==> config.mk <==
export PLATFORM = sky130hd
export DESIGN_NAME = sp_sram_port_ctrl
export DESIGN_NICKNAME = d
export VERILOG_FILES = /design/src/rtl/sp_sram_port_ctrl.sv
export SDC_FILE = /design/constraint.sdc
export NUM_CORES = 1
export LEC_CHECK = 0
export CAP_MARGIN = 20
export CORE_MARGIN = 10
export CORE_UTILIZATION = 42
export CTS_CLUSTER_DIAMETER = 200
export DETAILED_ROUTE_END_ITERATION = 8
export PLACE_DENSITY = 0.88
export SLEW_MARGIN = 20
export SYNTH_ARGS = -nofsm -noshare
export SYNTH_HDL_FRONTEND = slang
export SYNTH_HIERARCHICAL = 1
export SYNTH_SLANG_ARGS = --single-unit
==> constraint.sdc <==
create_clock -name i_clock -period 9.91 [get_ports i_clock]
set_input_delay 1.982 -clock i_clock [delete_from_list [all_inputs] [get_ports i_clock]]
set_output_delay 1.982 -clock i_clock [all_outputs]
set_load 0.03 [all_outputs]
==> src/rtl/sp_sram_port_ctrl.sv <==
// Single-port SRAM front end: arbitrates write/read valid-ready channels onto one
// macro port and returns read data through a 2-entry credit-protected response buffer.

module sp_sram_port_ctrl_chk (
  input logic       i_clock,
  input logic       i_reset,
  input logic       i_push,
  input logic       i_pop,
  input logic       i_inflight,
  input logic [1:0] i_occ
);

  // A push into a full buffer is only legal when the head leaves in the same cycle
  a_no_overflow: assert property (@(posedge i_clock) disable iff (i_reset)
    !(i_push && !i_pop && (i_occ == 2'd2)));

  a_occ_range: assert property (@(posedge i_clock) disable iff (i_reset)
    (i_occ <= 2'd2));

  a_credit: assert property (@(posedge i_clock) disable iff (i_reset)
    (({1'b0, i_occ} + {2'b00, i_inflight}) <= 3'd2));

  a_no_underflow: assert property (@(posedge i_clock) disable iff (i_reset)
    !(i_pop && (i_occ == 2'd0)));

endmodule

module sp_sram_port_ctrl #(
  parameter int ADDR_W = 7,
  parameter int DATA_W = 8
) (
  input  logic              i_clock,
  input  logic              i_reset,
  input  logic              i_wr_valid,
  output logic              o_wr_ready,
  input  logic [ADDR_W-1:0] i_wr_addr,
  input  logic [DATA_W-1:0] i_wr_data,
  input  logic              i_rd_valid,
  output logic              o_rd_ready,
  input  logic [ADDR_W-1:0] i_rd_addr,
  output logic              o_resp_valid,
  input  logic              i_resp_ready,
  output logic [DATA_W-1:0] o_resp_data,
  output logic              o_sram_ceb,
  output logic              o_sram_web,
  output logic [ADDR_W-1:0] o_sram_a,
  output logic [DATA_W-1:0] o_sram_d,
  input  logic [DATA_W-1:0] i_sram_q
);

  logic              r_inflight;
  logic              r_prio;
  logic [1:0]        r_occ;
  logic              r_wptr;
  logic              r_rptr;
  logic [DATA_W-1:0] r_mem [2];

  logic              w_pop;
  logic              w_push;
  logic [2:0]        w_credit;
  logic              w_rd_ok;
  logic              w_contend;
  logic              w_wr_gnt;
  logic              w_rd_gnt;

  assign w_pop    = (r_occ != 2'd0) & i_resp_ready;
  assign w_push   = r_inflight;

  // Reads already issued but not yet consumed, less the one leaving this cycle
  assign w_credit = {1'b0, r_occ} + {2'b00, r_inflight} - {2'b00, w_pop};
  assign w_rd_ok  = (w_credit < 3'd2);

  assign w_contend = i_wr_valid & i_rd_valid & w_rd_ok;

  always_comb begin
    w_wr_gnt = 1'b0;
    w_rd_gnt = 1'b0;
    if (i_reset) begin
      w_wr_gnt = 1'b0;
      w_rd_gnt = 1'b0;
    end else if (w_contend) begin
      w_wr_gnt = ~r_prio;
      w_rd_gnt = r_prio;
    end else if (i_wr_valid) begin
      w_wr_gnt = 1'b1;
    end else if (i_rd_valid && w_rd_ok) begin
      w_rd_gnt = 1'b1;
    end else begin
      w_wr_gnt = 1'b0;
      w_rd_gnt = 1'b0;
    end
  end

  assign o_wr_ready = w_wr_gnt;
  assign o_rd_ready = w_rd_gnt;

  always_comb begin
    o_sram_ceb = 1'b1;
    o_sram_web = 1'b1;
    o_sram_a   = {ADDR_W{1'b0}};
    o_sram_d   = {DATA_W{1'b0}};
    case ({w_wr_gnt, w_rd_gnt})
      2'b10: begin
        o_sram_ceb = 1'b0;
        o_sram_web = 1'b0;
        o_sram_a   = i_wr_addr;
        o_sram_d   = i_wr_data;
      end
      2'b01: begin
        o_sram_ceb = 1'b0;
        o_sram_web = 1'b1;
        o_sram_a   = i_rd_addr;
        o_sram_d   = {DATA_W{1'b0}};
      end
      default: begin
        o_sram_ceb = 1'b1;
        o_sram_web = 1'b1;
        o_sram_a   = {ADDR_W{1'b0}};
        o_sram_d   = {DATA_W{1'b0}};
      end
    endcase
  end

  always_ff @(posedge i_clock) begin
    if (i_reset) begin
      r_inflight <= 1'b0;
      r_prio     <= 1'b0;
    end else begin
      r_inflight <= w_rd_gnt;
      r_prio     <= w_contend ? ~r_prio : r_prio;
    end
  end

  // sram_q is only meaningful the cycle after a read; any other cycle it is garbage
  always_ff @(posedge i_clock) begin
    if (i_reset) begin
      r_occ    <= 2'd0;
      r_wptr   <= 1'b0;
      r_rptr   <= 1'b0;
      r_mem[0] <= {DATA_W{1'b0}};
      r_mem[1] <= {DATA_W{1'b0}};
    end else begin
      if (w_push) begin
        r_mem[r_wptr] <= i_sram_q;
        r_wptr        <= ~r_wptr;
      end
      if (w_pop) begin
        r_rptr <= ~r_rptr;
      end
      case ({w_push, w_pop})
        2'b10:   r_occ <= r_occ + 2'd1;
        2'b01:   r_occ <= r_occ - 2'd1;
        default: r_occ <= r_occ;
      endcase
    end
  end

  assign o_resp_valid = (r_occ != 2'd0);
  assign o_resp_data  = r_mem[r_rptr];

  sp_sram_port_ctrl_chk u_chk (
    .i_clock    (i_clock),
    .i_reset    (i_reset),
    .i_push     (w_push),
    .i_pop      (w_pop),
    .i_inflight (r_inflight),
    .i_occ      (r_occ)
  );

endmodule

==> results.cfg <==
[global_route]
first_global_vias = 1246
overflow = 0
grt_util_all_layers = 0.1294
grt_pass1_wl_um = 5692
grt_start_max_net_pins = 18
antenna_found_initial = 0

[timing]
setup_viol = 0
skew_ns = 0.008658
max_freq_mhz = 134.8
worstMarginPinSlew_ns = 0.4312
slew_headroom = 0.7125
final_hold_viol_count = 0
fin_crit_sh = 0.7485
post-route-min-period_ns = 7.418
fin_tns_setup_ns = 0
rsz0062_at_grt = no
slew_viol_final = 0

[place]
post-dp-hpwl_um = 2943
port_buffers = 62
gp_congestion = 0.7372

[power]
clkPwrFrac = 0.206
p_sw_frac = 0.2805
combPwrFrac = 0.273
intPower_uw = 152.7
ir_drop_v = 0.00009120
p_leak_uw = 0.0007741
p_total_uw = 212.2
p_sw_uw = 59.53
seqPwrFrac = 0.522
power_density_nw_per_um2 = 111.3

[worst_setup_path]
crit_family = buffers and inverters
critPathMaxStageDelay_ns = 0.69
cp-start-kind = input port
path_class = in2out
critPathArrivalTime_ns = 5.44
worstSetupPathDepth = 12
crit_required_ns = 7.93
crit_slowest_cell = clkdlybuf4s50_1
regToRegStartpoint = r_occ[1]
path_cells = clkdlybuf4s50_1 > and3b_4 > or2_4 > nand2_1 > fa_1 > xor2_1 > nor2_1 > a211oi_1 > ha_1 > a22oi_1 > nor2_1 > clkdlybuf4s50_1
worst-path-max-fanout = 16
ff2ff_path_depth = 7
worst_setup_path_end_kind = output port
path_buf_inv = 2
r2r_setup_slack_ns = 7.82
r2r_end = r_prio

[logic_synthesis]
syn_nets = 154
postSynthAreaPerCell_um2 = 10.70
synth_top_area_cell = edfxtp_1
netlist_instances = 116
synthArstFlopShare = 0
ys_warn_count = 6
synth_edf_count = 16
ys_seq_area_frac = 0.5000
yosysTopAreaCellShare = 0.3871
yosys.cell_types.count = 31
synth_ff_type = edfxtp_1
ys_seq_elements = 23
synth_area_leaders = edfxtp_1 39%, dfxtp_1 11%, and3_1 8.1%, mux2_2 7.3%, and2_1 5.0%
synth_area_um2 = 1241

[min_path]
min_delay_path_depth = 2
hp-start = r_rptr
hold_path.class = reg2reg

[final_layout]
antenna-diode-count = 0
final_common_cell = clkdlybuf4s50_1
final_cell_mix = 62 x clkdlybuf4s50_1, 16 x and3_1, 16 x edfxtp_1
drive_gt1_frac = 0.09091
area_delta_synth_final_pct = 53.63
final_nets = 215

[clocking]
htreeDepth = 1
clock_latency_ns = 0.31
cts_resized = 0
cts_buffer_depth = 2
numCtsBuffers = 3
cts_tree = built
clock-root-buffer = clkbuf_4
hold_buffers = 0
cts_setup_buffers = 0
clkSinkCount = 23
path_clk_slew_ns = 0.13

[floorplan]
pin_count = 63
fp-row-count = 19
die-height_um = 74.36
fp.dieW_um = 74.36
coreArea_um2 = 2781
die_area_um2 = 5529
initial_core_util = 0.4462

[routing]
drc_errors = 0
met1_length_um = 1173
drtIter0Drc = 49
via_per_inst = 5.382
wl_per_cell_um = 17.21
dr_wl_met2_um = 1668
postRouteAntennaNets = 0
top_layer = met4
first_pass_iters = 4
wl_um = 3562
vias = 1114
wl_met3_um = 679

[flow_run]
cap_violations = 0

[outcome]
status = finished clean
[power groups by stage]
stage | clock [uW] | sequential, uW | combinational [uW]
global placement | 0 | 112 | 57.0
global route | 47.7 | 112 | 61.7
floorplan | 0 | 111 | 30.3
finish | 43.6 | 111 | 57.9
detailed placement | 0 | 113 | 58.3
CTS | 44.4 | 111 | 58.5
[cell type report]
| cell class | count | area [um2] |
|---|---|---|
| clock buffer | 3 | 22.52 |
| multi-input combinational | 83 | 581.8 |
| tap | 31 | 38.79 |
| inverter | 4 | 15.01 |
| timing repair buffer | 62 | 620.6 |
| sequential | 23 | 620.6 |
| clock inverter | 1 | 7.507 |
| fill | 204 | 874.6 |
[worst max path at each step]
stage,endpoint,slack [ns],start
6_report,o_sram_a[4],2.49,i_resp_ready
3_3_place_gp,o_sram_a[1],2.68,i_resp_ready
2_1_floorplan,o_sram_a[0],2.91,i_resp_ready
3_5_place_dp,o_sram_a[4],2.52,i_resp_ready
4_1_cts,o_sram_a[4],2.49,i_resp_ready
5_1_grt,o_sram_a[4],2.23,i_resp_ready
[worst reg2reg max path, cell delays in order, from the launching register on]
cell	delay, ns
dfxtp_1	0.52
and3b_4	0.26
or2_4	0.13
nand2_1	0.07
fa_1	0.40
xor2_1	0.17
or3_1	0.35
a21oi_1	0.14
[through the flow]
step	cell area [um2]	cells	setup slack, ns	hold WS, ns	util
after global routing	1907	207	2.230	0.5659	0.6856
after floorplan	1241	116	2.911	0.4725	-
final	1907	207	2.492	0.5325	0.6856
after CTS	1907	207	2.493	0.5353	0.6856
after global placement	1877	203	2.676	0.4905	0.6748
after detailed placement	1877	203	2.518	0.4940	0.6748
[cells in the mapped netlist, types with 2 or more instances]
cell type and instances:
a21o_1 2, and3_1 16, xor2_1 2, mux2_2 8, dfxtp_1 7, ha_1 2, clkbuf_1 5, o21ai_0 2
nand2_1 4, a22oi_1 7, nor2_1 12, edfxtp_1 16, inv_1 4, and2_1 10, a21oi_1 3
[logic make-up (layout without fill, tap and decap cells)]
group                    count (synthesis)  after routing  share of synthesized area
flip-flops                              23             23                     0.5000
adder cells (fa/ha/maj)                  3              3                    0.03629
AO/OA/AOI/OAI                           16             16                    0.08770
buffers and inverters                   10             70                    0.03124
AND/OR/NAND/NOR                         51             51                     0.2309
multiplexers                            10             10                    0.09274
XOR/XNOR                                 3              3                    0.02117
[sequential cells by signal, indices dropped and copies added, names as in the netlist, named ones only]
signal	cells
r_mem	16
r_occ	2
r_rptr	1
r_wptr	1
r_prio	1
r_inflight	1
[layer usage]
metal | vias to the layer above | global-route usage
met5 | - | 0
met4 | 0 | 0.04268
met3 | 4 | 0.1024
met2 | 59 | 0.2254
met1 | 516 | 0.1096
li1 | 535 | -
Note: power is estimated with default switching activity, not from simulation.
